===== src/rtl/traffic_pkg.sv =====
// traffic_pkg: shared constants and types for the intersection front end.
//   NUM_APPROACH / LANES_PER_APPROACH : detector geometry (4 approaches x 3 lanes)
//   MAX_* : encoding of the busiest-approach index (0 = no vehicles counted)
//   approach_t : approach index a..d
package traffic_pkg;

    localparam int NUM_APPROACH       = 4;
    localparam int LANES_PER_APPROACH = 3;
    localparam int NUM_LANES          = NUM_APPROACH * LANES_PER_APPROACH;

    localparam logic [2:0] MAX_NONE = 3'd0;
    localparam logic [2:0] MAX_A    = 3'd1;
    localparam logic [2:0] MAX_B    = 3'd2;
    localparam logic [2:0] MAX_C    = 3'd3;
    localparam logic [2:0] MAX_D    = 3'd4;

    typedef enum logic [1:0] {
        APP_A = 2'd0,
        APP_B = 2'd1,
        APP_C = 2'd2,
        APP_D = 2'd3
    } approach_t;

    // maxout code for an approach: a->MAX_A ... d->MAX_D
    function automatic logic [2:0] approach_code(input approach_t a);
        case (a)
            APP_A:   return MAX_A;
            APP_B:   return MAX_B;
            APP_C:   return MAX_C;
            default: return MAX_D;
        endcase
    endfunction

endpackage


===== src/rtl/sensor_filter.sv =====
// sensor_filter: 1-bit two-flop synchroniser followed by a debounce filter.
// Build option: LANE_SENSOR_DEBOUNCE_EN. When defined, the filtered value only
// follows the synchronised value after DEBOUNCE_CYCLES consecutive differing
// cycles. When undefined, the filter is a plain wire from the synchroniser.
// Ports:
//   clock : rising-edge clock
//   clear : asynchronous active-low reset
//   raw   : asynchronous input pin
//   filt  : synchronised, debounced value (registered)
module sensor_filter #(
    parameter int DEBOUNCE_CYCLES = 4
) (
    input  logic clock,
    input  logic clear,
    input  logic raw,
    output logic filt
);

    logic sync1, sync2;

    always_ff @(posedge clock or negedge clear) begin
        if (!clear) begin
            sync1 <= 1'b0;
            sync2 <= 1'b0;
        end else begin
            sync1 <= raw;
            sync2 <= sync1;
        end
    end

`ifdef LANE_SENSOR_DEBOUNCE_EN
    localparam int CW = (DEBOUNCE_CYCLES > 1) ? $clog2(DEBOUNCE_CYCLES) : 1;
    localparam logic [CW-1:0] LAST = CW'(DEBOUNCE_CYCLES - 1);

    logic [CW-1:0] dcnt;

    // Any cycle of agreement restarts the stability window.
    always_ff @(posedge clock or negedge clear) begin
        if (!clear) begin
            dcnt <= '0;
            filt <= 1'b0;
        end else if (sync2 == filt) begin
            dcnt <= '0;
        end else if (dcnt == LAST) begin
            filt <= sync2;
            dcnt <= '0;
        end else begin
            dcnt <= dcnt + 1'b1;
        end
    end
`else
    logic unused_debounce;
    assign unused_debounce = |DEBOUNCE_CYCLES;
    assign filt = sync2;
`endif

endmodule


===== src/rtl/lane_sensor_conditioner.sv =====
// lane_sensor_conditioner: conditions 12 lane detectors and 4 special-service
// requests, counts vehicle arrivals per approach and reports the busiest one.
// Build option: LANE_SENSOR_DEBOUNCE_EN enables the debounce filters.
// Ports:
//   clock, clear           : clock, asynchronous active-low reset
//   a1..d3                 : raw lane detectors (asynchronous)
//   ss1..ss4               : raw special-service requests, ss1 highest priority
//   serve[3:0]             : one-hot green approach, clears that approach's count
//   demand[11:0]           : filtered detectors {d3..a1}
//   count_a..count_d       : saturating arrivals since last served
//   maxout[2:0]            : busiest approach (1=a..4=d, 0 = all zero)
//   ss_req[3:0], ss_any    : priority-encoded filtered ss requests, OR of them
module lane_sensor_conditioner
    import traffic_pkg::*;
#(
    parameter int CNT_W           = 4,
    parameter int DEBOUNCE_CYCLES = 4
) (
    input  logic             clock,
    input  logic             clear,
    input  logic             a1, a2, a3,
    input  logic             b1, b2, b3,
    input  logic             c1, c2, c3,
    input  logic             d1, d2, d3,
    input  logic             ss1, ss2, ss3, ss4,
    input  logic [3:0]       serve,
    output logic [11:0]      demand,
    output logic [CNT_W-1:0] count_a,
    output logic [CNT_W-1:0] count_b,
    output logic [CNT_W-1:0] count_c,
    output logic [CNT_W-1:0] count_d,
    output logic [2:0]       maxout,
    output logic [3:0]       ss_req,
    output logic             ss_any
);

    localparam int SW = CNT_W + 2;
    localparam logic [CNT_W-1:0] CNT_MAX = {CNT_W{1'b1}};

    logic [15:0] raw_vec, filt_vec;
    assign raw_vec = {ss4, ss3, ss2, ss1, d3, d2, d1, c3, c2, c1, b3, b2, b1, a3, a2, a1};

    for (genvar g = 0; g < 16; g++) begin : g_filt
        sensor_filter #(.DEBOUNCE_CYCLES(DEBOUNCE_CYCLES)) u_filt (
            .clock (clock),
            .clear (clear),
            .raw   (raw_vec[g]),
            .filt  (filt_vec[g])
        );
    end

    logic [3:0] ss_filt;
    assign demand  = filt_vec[NUM_LANES-1:0];
    assign ss_filt = filt_vec[15:12];

    logic [NUM_LANES-1:0] lane_prev, arrival;
    assign arrival = demand & ~lane_prev;

    logic [NUM_APPROACH-1:0][CNT_W-1:0] cnt, cnt_nxt;
    logic [SW-1:0] sum;

    // serve wins over a same-cycle arrival; otherwise add 0..3 and saturate
    always_comb begin
        cnt_nxt = cnt;
        sum     = '0;
        for (int i = 0; i < NUM_APPROACH; i++) begin
            sum = {2'b00, cnt[i]} + SW'(arrival[i*3]) + SW'(arrival[i*3+1]) + SW'(arrival[i*3+2]);
            if (serve[i])
                cnt_nxt[i] = '0;
            else if (sum > {2'b00, CNT_MAX})
                cnt_nxt[i] = CNT_MAX;
            else
                cnt_nxt[i] = sum[CNT_W-1:0];
        end
    end

    // Strict '>' keeps the lowest index on ties; zero counts never win.
    logic [CNT_W-1:0] best_val;
    logic [2:0]       best_code;
    always_comb begin
        best_val  = '0;
        best_code = MAX_NONE;
        for (int i = 0; i < NUM_APPROACH; i++) begin
            if (cnt[i] > best_val) begin
                best_val  = cnt[i];
                best_code = approach_code(approach_t'(i));
            end
        end
    end

    logic [3:0] ss_nxt;
    always_comb begin
        ss_nxt = 4'b0000;
        if (ss_filt[0])      ss_nxt = 4'b0001;
        else if (ss_filt[1]) ss_nxt = 4'b0010;
        else if (ss_filt[2]) ss_nxt = 4'b0100;
        else if (ss_filt[3]) ss_nxt = 4'b1000;
    end

    always_ff @(posedge clock or negedge clear) begin
        if (!clear) begin
            lane_prev <= '0;
            cnt       <= '0;
            maxout    <= MAX_NONE;
            ss_req    <= 4'b0000;
            ss_any    <= 1'b0;
        end else begin
            lane_prev <= demand;
            cnt       <= cnt_nxt;
            maxout    <= best_code;
            ss_req    <= ss_nxt;
            ss_any    <= |ss_filt;
        end
    end

    assign count_a = cnt[0];
    assign count_b = cnt[1];
    assign count_c = cnt[2];
    assign count_d = cnt[3];

endmodule

===== config.mk =====
export PLATFORM = sky130hd
export DESIGN_NAME = lane_sensor_conditioner
export DESIGN_NICKNAME = d
export VERILOG_FILES = /design/src/rtl/traffic_pkg.sv /design/src/rtl/sensor_filter.sv /design/src/rtl/lane_sensor_conditioner.sv
export SDC_FILE = /design/constraint.sdc
export NUM_CORES = 1
export LEC_CHECK = 0
export CORE_ASPECT_RATIO = 0.75
export CORE_MARGIN = 10
export CORE_UTILIZATION = 56
export DETAILED_ROUTE_END_ITERATION = 7
export DONT_BUFFER_PORTS = 1
export GPL_ROUTABILITY_DRIVEN = 0
export PLACE_DENSITY = 0.74
export REMOVE_ABC_BUFFERS = 1
export SETUP_SLACK_MARGIN = 0.02
export SLEW_MARGIN = 20
export SYNTH_ARGS = -nofsm -noshare
export SYNTH_HDL_FRONTEND = slang
export SYNTH_SLANG_ARGS = --single-unit

===== constraint.sdc =====
create_clock -name clock -period 3.7 [get_ports clock]
set_clock_uncertainty 0.15 [all_clocks]
set_input_delay 0.74 -clock clock [delete_from_list [all_inputs] [get_ports clock]]
set_output_delay 0.74 -clock clock [all_outputs]
set_load 0.05 [all_outputs]

==> metrics.md <==
| Metric | Value |
|---|---|
| Status | finished, final reports clean |
| Critical Path AT | 3.79 ns |
| Final instance area | roughly 3300 sq um |
| Library cells used by synthesis | 33 |
| Mapped Cells | between 200 and 250 |
| Max cap viols | 0 |
| R2R setup slack | 0.04 ns |
| Area of the die | ~8400 sq um |
| Vias in the first global route | 1704 |
| Max Slew Vio Count | 0 |
| Type of origin of the critical path | flop |
| Crit end category | flop |
| Synth warn | 0 |
| Post-route setup slack | 0.0420 ns |
| Horiz. Die Dim | just over 100 microns |
| P_leak | 1.51 nW |
| Largest vdd supply drop | 0.372 mV |
| Top_reg_cell synth | dfrtp_1 |
| Antenna-violating nets left | 0 |
| Via count | between 1500 and 2000 |
| Seq/Total Area, Yosys | about three fifths |
| GRT Util Overall | about an eighth |
| RSZ-0062 raised after global routing | yes |
| Worst R2R Start | count_b[1] |
| Remaining Overflow, GRT | 0 |
| RR Endpoint | maxout[0] |
| Final Hold Viols | 0 |
| Worst r2r path cells | 16 |
| CTS Sinks | between 60 and 70 |
| Share of cells above drive strength 1 | about a quarter |
| Setup CP Type | flop to flop |
| Minimum hold slack | between 0.1 and 0.15 ns |
| I/O pins | 58 |
| Worst-Margin Slew | roughly 0.62 ns |
| 1st-iter DRT viols | 50 |
| Worst path required time | approximately 3.8 ns |
| Drt first pass iters | 4 |
| Routed len/inst | approximately 17 microns |
| Dpl cell area | just under 3000 sq um |
| Port Buffers | 0 |
| FMAX | 273 MHz |
| Max H-tree Level | 3 |
| Post-synth EDFFs | 0 |
| Final worst-path cycle share | a little over nine tenths |
| Wire length of the first global-routing pass | ~8.3 mm |
| Dpl ws | -0.108 ns |
| Hold crit path type | primary input to async pin |
| Total power | about 2.3 mW |
| Pwr dens | ~700 nW/um^2 |
| Largest net degree at the start of global routing | just under 70 |
| Vias per inst | around 5.3 |
| DP HPWL | ~3.8 mm |
| Mapped cell area | 2870 sq um |
| # DRC | 0 |
| P&R area growth vs syn | 15.8% |
| Register bit total from synthesis | 68 |
| Relative slew slack | approximately 60% |
| Initial Utilization | a little under 60% |
| Minimum clock period | around 3.7 ns |
| Clock slew at reported path FFs | around 0.07 ns |
| Clock buffer depth | 2 |
| Synth Area per Inst | ~13 sq um |
| Crit path launch | count_b[1] |
| TritonCTS clock tree | built |
| Antenna diodes | 0 |
| Setup Viol. Count Final | 0 |
| Drt total wl | 5.20 mm |
| Clock Latency Late Sink | between 0.3 and 0.4 ns |
| Row Count | 22 |
| Crit-path max FO | 5 |
| Cts bufs inserted | 9 |
| Die height | 82.0 microns |
| Core area | between 4000 and 5000 sq um |
| Root buffer cell | clkbuf_8 |
| Nets | roughly 290 |
| Antenna violations before repair | 0 |
| FFs w/ async S/R, synth | between 90% and 100% |
## through the flow
step | util [%] | TNS (ns) | cells
final | 67.6 | 0 | 302
after floorplan | - | -1.32 | 205
after global routing | 67.6 | -0.212 | 302
after detailed placement | 60.1 | -0.247 | 279
after CTS | 66.7 | 0 | 300
after global placement | 60.1 | 0 | 279
## how the worst max path moves through the flow
| stage | end | slack (ns) |
|---|---|---|
| floorplan | maxout[0] | -0.45 |
| global placement | maxout[0] | 0.05 |
| detailed placement | maxout[0] | -0.11 |
| CTS | maxout[0] | 0.02 |
| global route | maxout[0] | -0.11 |
| finish | maxout[0] | 0.04 |
## Yosys cell counts (all sizes together) (2+ instances only)
cell | count | share of area [%]
mux2i | 5 | 1.7
o21a | 4 | 1.0
nand3b | 2 | 0.52
o21ai | 4 | 0.83
nor4 | 2 | 0.44
nand4 | 2 | 0.44
mux2 | 5 | 2.1
dfrtp | 68 | 59
inv | 27 | 3.5
nor2b | 16 | 3.7
ha | 20 | 8.7
fa | 8 | 5.6
o31a | 4 | 1.2
a21oi | 19 | 3.8
nand2 | 2 | 0.26
buf | 12 | 3.1
nor2 | 7 | 0.91
nor3b | 2 | 0.52
## worst max-delay path: stages (launching register included)
cell and delay [ns]:
dfrtp_1 0.42, ha_4 0.28, nor2b_4 0.13, o21ai_2 0.07
a21oi_4 0.25, mux2i_2 0.30, ha_1 0.28, nor2b_4 0.13
o211ai_1 0.18, a21oi_2 0.09, mux2_4 0.32, ha_4 0.22
nor2b_4 0.12, o21a_1 0.16, o21a_1 0.17, o21ai_2 0.17
o21a_1 0.17
## kinds of logic (layout without fill, tap and decap cells)
logic type	count (synthesis)	after routing	share of synthesized area, %
buffers and inverters	40	64	6.79
AO/OA/AOI/OAI	34	34	7.79
AND/OR/NAND/NOR	38	38	8.10
adder cells (fa/ha/maj)	28	28	14.3
flip-flops	68	68	59.2
multiplexers	10	10	3.83
## per-layer routing
| metal | vias to the layer above | wire (microns) | global-route usage (%) | share of wire [%] |
|---|---|---|---|---|
| met4 | 0 | 80 | 7.16 | 1.5 |
| met1 | 774 | 2160 | 14.6 | 41 |
| met2 | 49 | 2440 | 20.5 | 47 |
| li1 | 763 | - | - | - |
| met3 | 10 | 516 | 7.55 | 9.9 |
| met5 | - | 0 | 0 | 0 |
## what timing repair did
action | 4_1_cts | 5_1_grt
pin swaps | 5 | 8
cloned | 0 | 0
endpoints found under the setup margin | 3 | 3
setup buffers | 4 | 2
endpoints found under the hold margin | 68 | 0
gates resized for setup | 9 | 8
hold buffers | 1 | 0
## area by class of cell
cell class	instances	area, sq um
fill	341	1600
timing repair buffer	21	178
inverter	27	101
multi-input combinational	110	1070
tap	60	75.1
clock inverter	6	72.6
sequential	68	1700
clock buffer	10	128
## cell usage in the layout, fill, tap and decap left out, types with 2 or more instances in the layout
cell	instances
nor4_1	2
mux2i_2	2
dfrtp_1	68
o21a_1	4
ha_1	15
o21ai_2	3
mux2i_1	3
nor3b_1	2
nand4_1	2
buf_4	20
mux2_4	2
nor2b_4	3
nor2_1	7
o31a_1	4
nand2_1	2
clkinv_4	2
ha_4	5
a21oi_1	17
inv_6	2
fa_1	8
inv_1	24
nand3b_1	2
mux2_2	3
clkbuf_8	9
nor2b_1	13
inv_2	3
## state kept, by name (all words and copies together), names as in the netlist
signal and flops:
count_a 4, count_b 4, count_c 4, count_d 4
g_filt.u_filt.filt 16, g_filt.u_filt.sync1 16, lane_prev 12, maxout 3
ss_any 1, ss_req 4
## report_power, final
| group | internal [mW] | leakage (nW) | switching, mW |
|---|---|---|---|
| registers | 0.811 | 0.827 | 0.163 |
| logic | 0.376 | 0.591 | 0.379 |
| clock network | 0.318 | 0.0975 | 0.287 |
Power figures use the tool's default switching activity.
